$ cat config.mk
export PLATFORM = sky130hd
export DESIGN_NAME = dds_adc_mac
export DESIGN_NICKNAME = d
export VERILOG_FILES = /design/src/rtl/dds_adc_mac.sv
export SDC_FILE = /design/constraint.sdc
export NUM_CORES = 2
export LEC_CHECK = 0
export CAP_MARGIN = 20
export CORE_MARGIN = 2
export CORE_UTILIZATION = 60
export CTS_BUF_LIST = sky130_fd_sc_hd__clkbuf_16
export DETAILED_ROUTE_END_ITERATION = 12
export PLACE_DENSITY_LB_ADDON = 0.2
export SETUP_SLACK_MARGIN = 0.1
export SYNTH_ARGS = -nofsm -noshare
export SYNTH_HDL_FRONTEND = slang
export SYNTH_SLANG_ARGS = --single-unit
$ cat constraint.sdc
create_clock -name clk -period 11.7 [get_ports clk]
set_input_delay 2.34 -clock clk [delete_from_list [all_inputs] [get_ports clk]]
set_output_delay 2.34 -clock clk [all_outputs]
set_load 0.03 [all_outputs]
$ cat src/rtl/dds_adc_mac.sv
// dds_adc_mac: pipelined signed DDS x ADC multiply feeding an integrate-and-dump
// accumulator over a programmable window of valid samples.
// Pipeline: stage 1 registers a/y, stage 2 registers the full product,
// stage 3 accumulates and dumps a scaled, registered result with a one-cycle strobe.
// Build option: define DDS_ADC_MAC_SAT_EN to clamp out-of-range dumps to the
// signed OUT_WIDTH limits; otherwise the low OUT_WIDTH bits are kept (wrap).
// The sticky overflow flag behaves identically in both builds.

`default_nettype none

module dds_adc_mac #(
    parameter int A_WIDTH   = 32,
    parameter int Y_WIDTH   = 12,
    parameter int CNT_WIDTH = 24,
    parameter int ACC_WIDTH = 64,
    parameter int OUT_WIDTH = 32,
    parameter int OUT_SHIFT = 16
) (
    input  logic                 clk,
    input  logic                 rst,
    input  logic                 start,
    input  logic                 stop,
    input  logic                 cont,
    input  logic [CNT_WIDTH-1:0] win_len,
    input  logic                 in_valid,
    input  logic [A_WIDTH-1:0]   a,
    input  logic [Y_WIDTH-1:0]   y,
    output logic                 out_valid,
    output logic [OUT_WIDTH-1:0] out_data,
    output logic                 busy,
    output logic                 overflow
);

    localparam int P_WIDTH = A_WIDTH + Y_WIDTH;
    localparam logic [CNT_WIDTH-1:0] CNT_ONE  = {{(CNT_WIDTH-1){1'b0}}, 1'b1};
    localparam logic [CNT_WIDTH-1:0] CNT_ZERO = {CNT_WIDTH{1'b0}};

    typedef enum logic [0:0] {
        IDLE = 1'b0,
        RUN  = 1'b1
    } state_t;

    state_t                       state_r;
    state_t                       state_s;
    logic signed [A_WIDTH-1:0]    a_r;
    logic signed [Y_WIDTH-1:0]    y_r;
    logic                         v1_r;
    logic signed [P_WIDTH-1:0]    prod_r;
    logic signed [P_WIDTH-1:0]    prod_s;
    logic                         v2_r;
    logic signed [ACC_WIDTH-1:0]  acc_r;
    logic signed [ACC_WIDTH-1:0]  prod_ext_s;
    logic signed [ACC_WIDTH-1:0]  acc_sum_s;
    logic signed [ACC_WIDTH-1:0]  acc_shift_s;
    logic [CNT_WIDTH-1:0]         cnt_r;
    logic [CNT_WIDTH-1:0]         len_r;
    logic [CNT_WIDTH-1:0]         len_s;
    logic                         cont_r;
    logic                         start_s;
    logic                         dump_s;
    logic                         end_s;
    logic                         accept_s;
    logic                         ovf_s;
    logic [OUT_WIDTH-1:0]         res_s;
    logic                         out_valid_r;
    logic [OUT_WIDTH-1:0]         out_data_r;
    logic                         busy_r;
    logic                         overflow_r;

    // True when the shifted sum does not fit in a signed OUT_WIDTH value:
    // all bits from the OUT_WIDTH sign bit upward must agree.
    function automatic logic out_of_range(input logic signed [ACC_WIDTH-1:0] v);
        logic [ACC_WIDTH-OUT_WIDTH:0] hi;
        hi = v[ACC_WIDTH-1:OUT_WIDTH-1];
        return !((&hi) || (~|hi));
    endfunction

    assign out_valid = out_valid_r;
    assign out_data  = out_data_r;
    assign busy      = busy_r;
    assign overflow  = overflow_r;

    // Control decode, full-width product, accumulate/shift datapath.
    always_comb begin
        start_s    = (state_r == IDLE) && start && !stop;
        len_s      = (win_len == CNT_ZERO) ? CNT_ONE : win_len;
        dump_s     = (state_r == RUN) && v2_r && !stop && (cnt_r == (len_r - CNT_ONE));
        // A window ends on abort or on a dump that does not chain into another window.
        end_s      = (state_r == RUN) && (stop || (dump_s && !cont_r));
        accept_s   = (state_r == RUN) && in_valid && !end_s;
        prod_s     = $signed({{Y_WIDTH{a_r[A_WIDTH-1]}}, a_r}) *
                     $signed({{A_WIDTH{y_r[Y_WIDTH-1]}}, y_r});
        prod_ext_s = {{(ACC_WIDTH-P_WIDTH){prod_r[P_WIDTH-1]}}, prod_r};
        acc_sum_s  = acc_r + prod_ext_s;
        acc_shift_s = acc_sum_s >>> OUT_SHIFT;
        ovf_s      = out_of_range(acc_shift_s);
`ifdef DDS_ADC_MAC_SAT_EN
        if (ovf_s) begin
            res_s = acc_shift_s[ACC_WIDTH-1] ? {1'b1, {(OUT_WIDTH-1){1'b0}}}
                                             : {1'b0, {(OUT_WIDTH-1){1'b1}}};
        end else begin
            res_s = acc_shift_s[OUT_WIDTH-1:0];
        end
`else
        res_s = acc_shift_s[OUT_WIDTH-1:0];
`endif
    end

    // Next-state logic for the IDLE/RUN window controller.
    always_comb begin
        state_s = state_r;
        case (state_r)
            IDLE: begin
                if (start_s) begin
                    state_s = RUN;
                end else begin
                    state_s = IDLE;
                end
            end
            RUN: begin
                if (end_s) begin
                    state_s = IDLE;
                end else begin
                    state_s = RUN;
                end
            end
            default: state_s = IDLE;
        endcase
    end

    // State register and registered busy flag.
    always_ff @(posedge clk or posedge rst) begin
        if (rst) begin
            state_r <= IDLE;
            busy_r  <= 1'b0;
        end else begin
            state_r <= state_s;
            busy_r  <= (state_s == RUN);
        end
    end

    // Stage 1: operand capture; only samples seen in RUN are tagged valid.
    always_ff @(posedge clk or posedge rst) begin
        if (rst) begin
            a_r  <= '0;
            y_r  <= '0;
            v1_r <= 1'b0;
        end else begin
            a_r  <= a;
            y_r  <= y;
            v1_r <= accept_s;
        end
    end

    // Stage 2: full-precision product; in-flight samples die when a window ends.
    always_ff @(posedge clk or posedge rst) begin
        if (rst) begin
            prod_r <= '0;
            v2_r   <= 1'b0;
        end else begin
            prod_r <= prod_s;
            v2_r   <= v1_r && !end_s;
        end
    end

    // Stage 3: window bookkeeping, accumulate, dump and sticky overflow.
    always_ff @(posedge clk or posedge rst) begin
        if (rst) begin
            acc_r       <= '0;
            cnt_r       <= '0;
            len_r       <= '0;
            cont_r      <= 1'b0;
            out_valid_r <= 1'b0;
            out_data_r  <= '0;
            overflow_r  <= 1'b0;
        end else begin
            out_valid_r <= dump_s;
            if (start_s) begin
                acc_r      <= '0;
                cnt_r      <= '0;
                len_r      <= len_s;
                cont_r     <= cont;
                overflow_r <= 1'b0;
            end else if (state_r == RUN) begin
                if (stop) begin
                    acc_r <= '0;
                    cnt_r <= '0;
                end else if (dump_s) begin
                    acc_r      <= '0;
                    cnt_r      <= '0;
                    cont_r     <= cont;
                    out_data_r <= res_s;
                    overflow_r <= overflow_r | ovf_s;
                end else if (v2_r) begin
                    acc_r <= acc_sum_s;
                    cnt_r <= cnt_r + CNT_ONE;
                end else begin
                    acc_r <= acc_r;
                end
            end else begin
                acc_r <= acc_r;
            end
        end
    end

endmodule

`default_nettype wire
==> results by group <==
Layout
  • Ant diodes: 0
  • Area growth, synth to finish: 9.549%
  • Final net count: 3,434
  • Fillers: 3,362
  • Layout cells sized above 1: 2.875%

Synth
  • Gate Count Post-Synth: 2,843
  • Syn Std Cell Area: 25,310 sq um
  • Ys async rst share: 100.0%
  • Dominant cell type by area after synthesis: fa_1
  • Synth Flop Type: dfrtp_1
  • Syn avg cell area: 8.904 sq um
  • Cell variety after synth: 76
  • Yosys top cell area share: 26.81%
  • Post-Syn Nets: 3,412
  • Synth top area cells: fa_1 27%, dfrtp_1 24%, ha_1 7.7%, nand2_1 7.5%, inv_1 6.3%
  • Syn. warnings: 0
  • #FFs+latches synth: 238
  • Post-synth EDFFs: 0
  • Sequential-to-total area share from yosys stat: 23.53%

Placement
  • Final HPWL DP: 46,010 um
  • Placer Congestion: 0.9229
  • I/O Buffers: 108

Clocking
  • Worst skew pair latency: 600 ps
  • Clock buffer count from CTS: 28
  • Sinks on Clock Net: 238
  • Post-CTS sizing: 0
  • H-tree depth: 1
  • Clock-pin slew on the worst setup and hold paths: 60 ps
  • Root buf cell: clkbuf_16
  • CTS Hold Bufs: 0
  • TritonCTS clock tree: built
  • Post-CTS Setup Inserts: 0
  • Clock Path Buffers: 3

Drt
  • DRC: 0
  • Router iterations before antenna repair: 5
  • Wirelength per Cell: 17.48 um
  • Vias per cell: 5.701
  • Routed WL: 59,880 um
  • ANT nets after route: 0
  • Initial DRC Count: 1,350
  • DR vias: 19.53k

GRT
  • Number of global-route vias before repair: 20.49k
  • First-pass GRT wire length: 101,500 um
  • Gr usage total: 28.48%
  • Grt ovf: 0
  • Pin count of the biggest net entering global routing: 88
  • Initial antenna violation count: 0

STA
  • Hold Worst Slack: 481.7 ps
  • Final worst-path cycle share: 62.45%
  • Final number of hold-violating endpoints: 0
  • Sum Neg Setup Slack: 0 ps
  • Slew @ Worst Pin: 1194 ps
  • RSZ-0062 raised after global routing: false
  • Relative slew slack: 20.39%
  • Final setup vio count: 0
  • Final Slew Violations: 0
  • Fmax: 136.9 MHz
  • Post-layout min period: 7307 ps
  • Skew final: 16.51 ps

Critical path
  • Reg2reg start: y_r[3]
  • WS Path Type: reg2reg
  • Setup crit start: y_r[3]
  • Worst endpoint required time: 12,220 ps
  • Startpoint types: flip-flop
  • Crit path max fanout: 32
  • Critical Path Sink Type: flip-flop
  • CP Data Arrival Time: 7830 ps

Status
  • Status: finished, final reports clean

Power and ir drop
  • Power per cell area: 256.0 nW/um^2
  • Maximum vdd ir drop: 0.0002179 V
  • Post-layout total power: 7.100 mW
  • Lkg Pwr: 13.56 nW

Floorplan
  • Core footprint: 41,760 sq um
  • Starting density of the core: 60.62%
  • I/O Pins: 109
  • Die area: 43,850 sq um
  • Die W: 209.4 um
  • Chip Height: 209.4 um
  • Std-Cell Rows: 75

Run
  • MaxCap Viol Count: 0

Min path
  • HP Start: out_data[19]
  • Worst Hold Class: reg2reg
-- per-stage QoR --
| stage | util, % | instances | instance area (sq um) | worst slack [ps] |
|---|---|---|---|---|
| CTS | 66.24 | 3423 | 27660 | 4437 |
| global route | 66.41 | 3426 | 27730 | 4086 |
| finish | 66.41 | 3426 | 27730 | 4393 |
| global placement | 63.80 | 3371 | 26640 | 4562 |
| detailed placement | 63.80 | 3371 | 26640 | 4465 |
| floorplan | - | 2843 | 25310 | 2829 |
-- critical path, cell delays in order, from the launching register on --
cell and delay, ps:
dfrtp_1 1130, nand2_1 200, fa_1 560, fa_1 520, inv_1 50, fa_1 490
fa_1 500, inv_1 50, fa_1 500, inv_1 50, ha_1 350, a21o_1 190
a21oi_1 190, nor2_1 80, or4b_2 610, o221ai_1 310, a21o_1 240, a211oi_1 90
or2_2 320, o221a_2 270, a21o_1 190, a21oi_1 190, xnor2_1 140
-- report_power, final --
group	internal [mW]	switching, mW	total [mW]	leakage (nW)
Clock	0.575	0.396	0.972	0.487
Combinational	2.15	2.84	4.99	10.0
Sequential	1.01	0.122	1.13	3.08
Total	3.74	3.36	7.10	13.6
-- cell type report --
type	count	area (sq um)	area share [%]
timing repair buffer	122	1234	4.449
tap	539	674.4	2.432
multi-input combinational	2048	17240	62.15
sequential	238	5956	21.48
inverter	427	1610	5.807
clock buffer	28	700.7	2.527
clock inverter	24	320.3	1.155
-- state kept, by name, indices dropped and copies added, names as in the netlist --
name       flops
acc_r         64
prod_r        44
a_r           32
out_data      32
cnt_r         24
len_r         24
y_r           12
busy           1
cont_r         1
out_valid      1
overflow       1
v1_r           1
v2_r           1
-- cell usage after synthesis, types with 4 or more instances --
library cell and instances:
a211oi_1 8, o21bai_1 19, clkbuf_1 118, a21o_1 54
a21oi_1 110, buf_6 4, and2_1 109, and3_1 28
nor3b_1 5, a311oi_1 4, nor2_1 124, o21a_1 12
nand2b_1 13, a31oi_1 18, or2_2 5, a211o_1 5
nand4_1 29, nor3_1 22, xnor2_1 81, dfrtp_1 238
buf_2 8, fa_1 339, nor4_1 16, or3_1 9
o21ai_0 60, and4_1 6, inv_1 427, nand2_1 504
nand3_1 29, a22o_1 16, xor2_1 58, nor2b_1 9
o211ai_1 8, o31ai_1 5, o21ai_1 121, ha_1 156
-- worst paths after layout --
check	end	slack (ps)	depth (start not counted)
max	prod_r[42]	4390	22
min	out_data[19]	480	2
max reg2reg	prod_r[42]	4390	22
min reg2reg	out_data[19]	480	2
max in group asynchronous	a_r[2]	8080	3
min in group asynchronous	out_data[5]	2250	2
-- cells by family after synthesis --
group	count (synthesis)	share of synthesized area, %
fa+ha+maj	495	34.52
flops	238	23.53
buf+inv	557	8.417
mux	2	0.08896
compound gates	477	11.55
simple gates	935	17.09
xor+xnor	139	4.809
-- layout by cell type (no fill, tap or decap), drive strengths merged, types with 18 or more instances in the layout --
cell	n
xnor2	81
and2	109
a31oi	18
nand2	504
nor3	23
o21ai	181
xor2	58
ha	156
dfrtp	238
and3	28
inv	432
clkdlybuf4s50	108
clkbuf	28
a21oi	111
nand3	30
a21o	54
fa	339
nor2	124
o21bai	19
nand4	29
-- metal layers --
| metal | up-vias | global-route usage, % | part of all wire [%] | wire length, um |
|---|---|---|---|---|
| met5 | - | 0 | 0 | 0 |
| met1 | 9604 | 38.76 | 43 | 25750 |
| met3 | 110 | 5.058 | 7.3 | 4375 |
| met2 | 717 | 47.49 | 47 | 28260 |
| li1 | 9100 | - | - | - |
| met4 | 0 | 7.685 | 2.5 | 1491 |
Note: power is estimated with default switching activity, not from simulation.
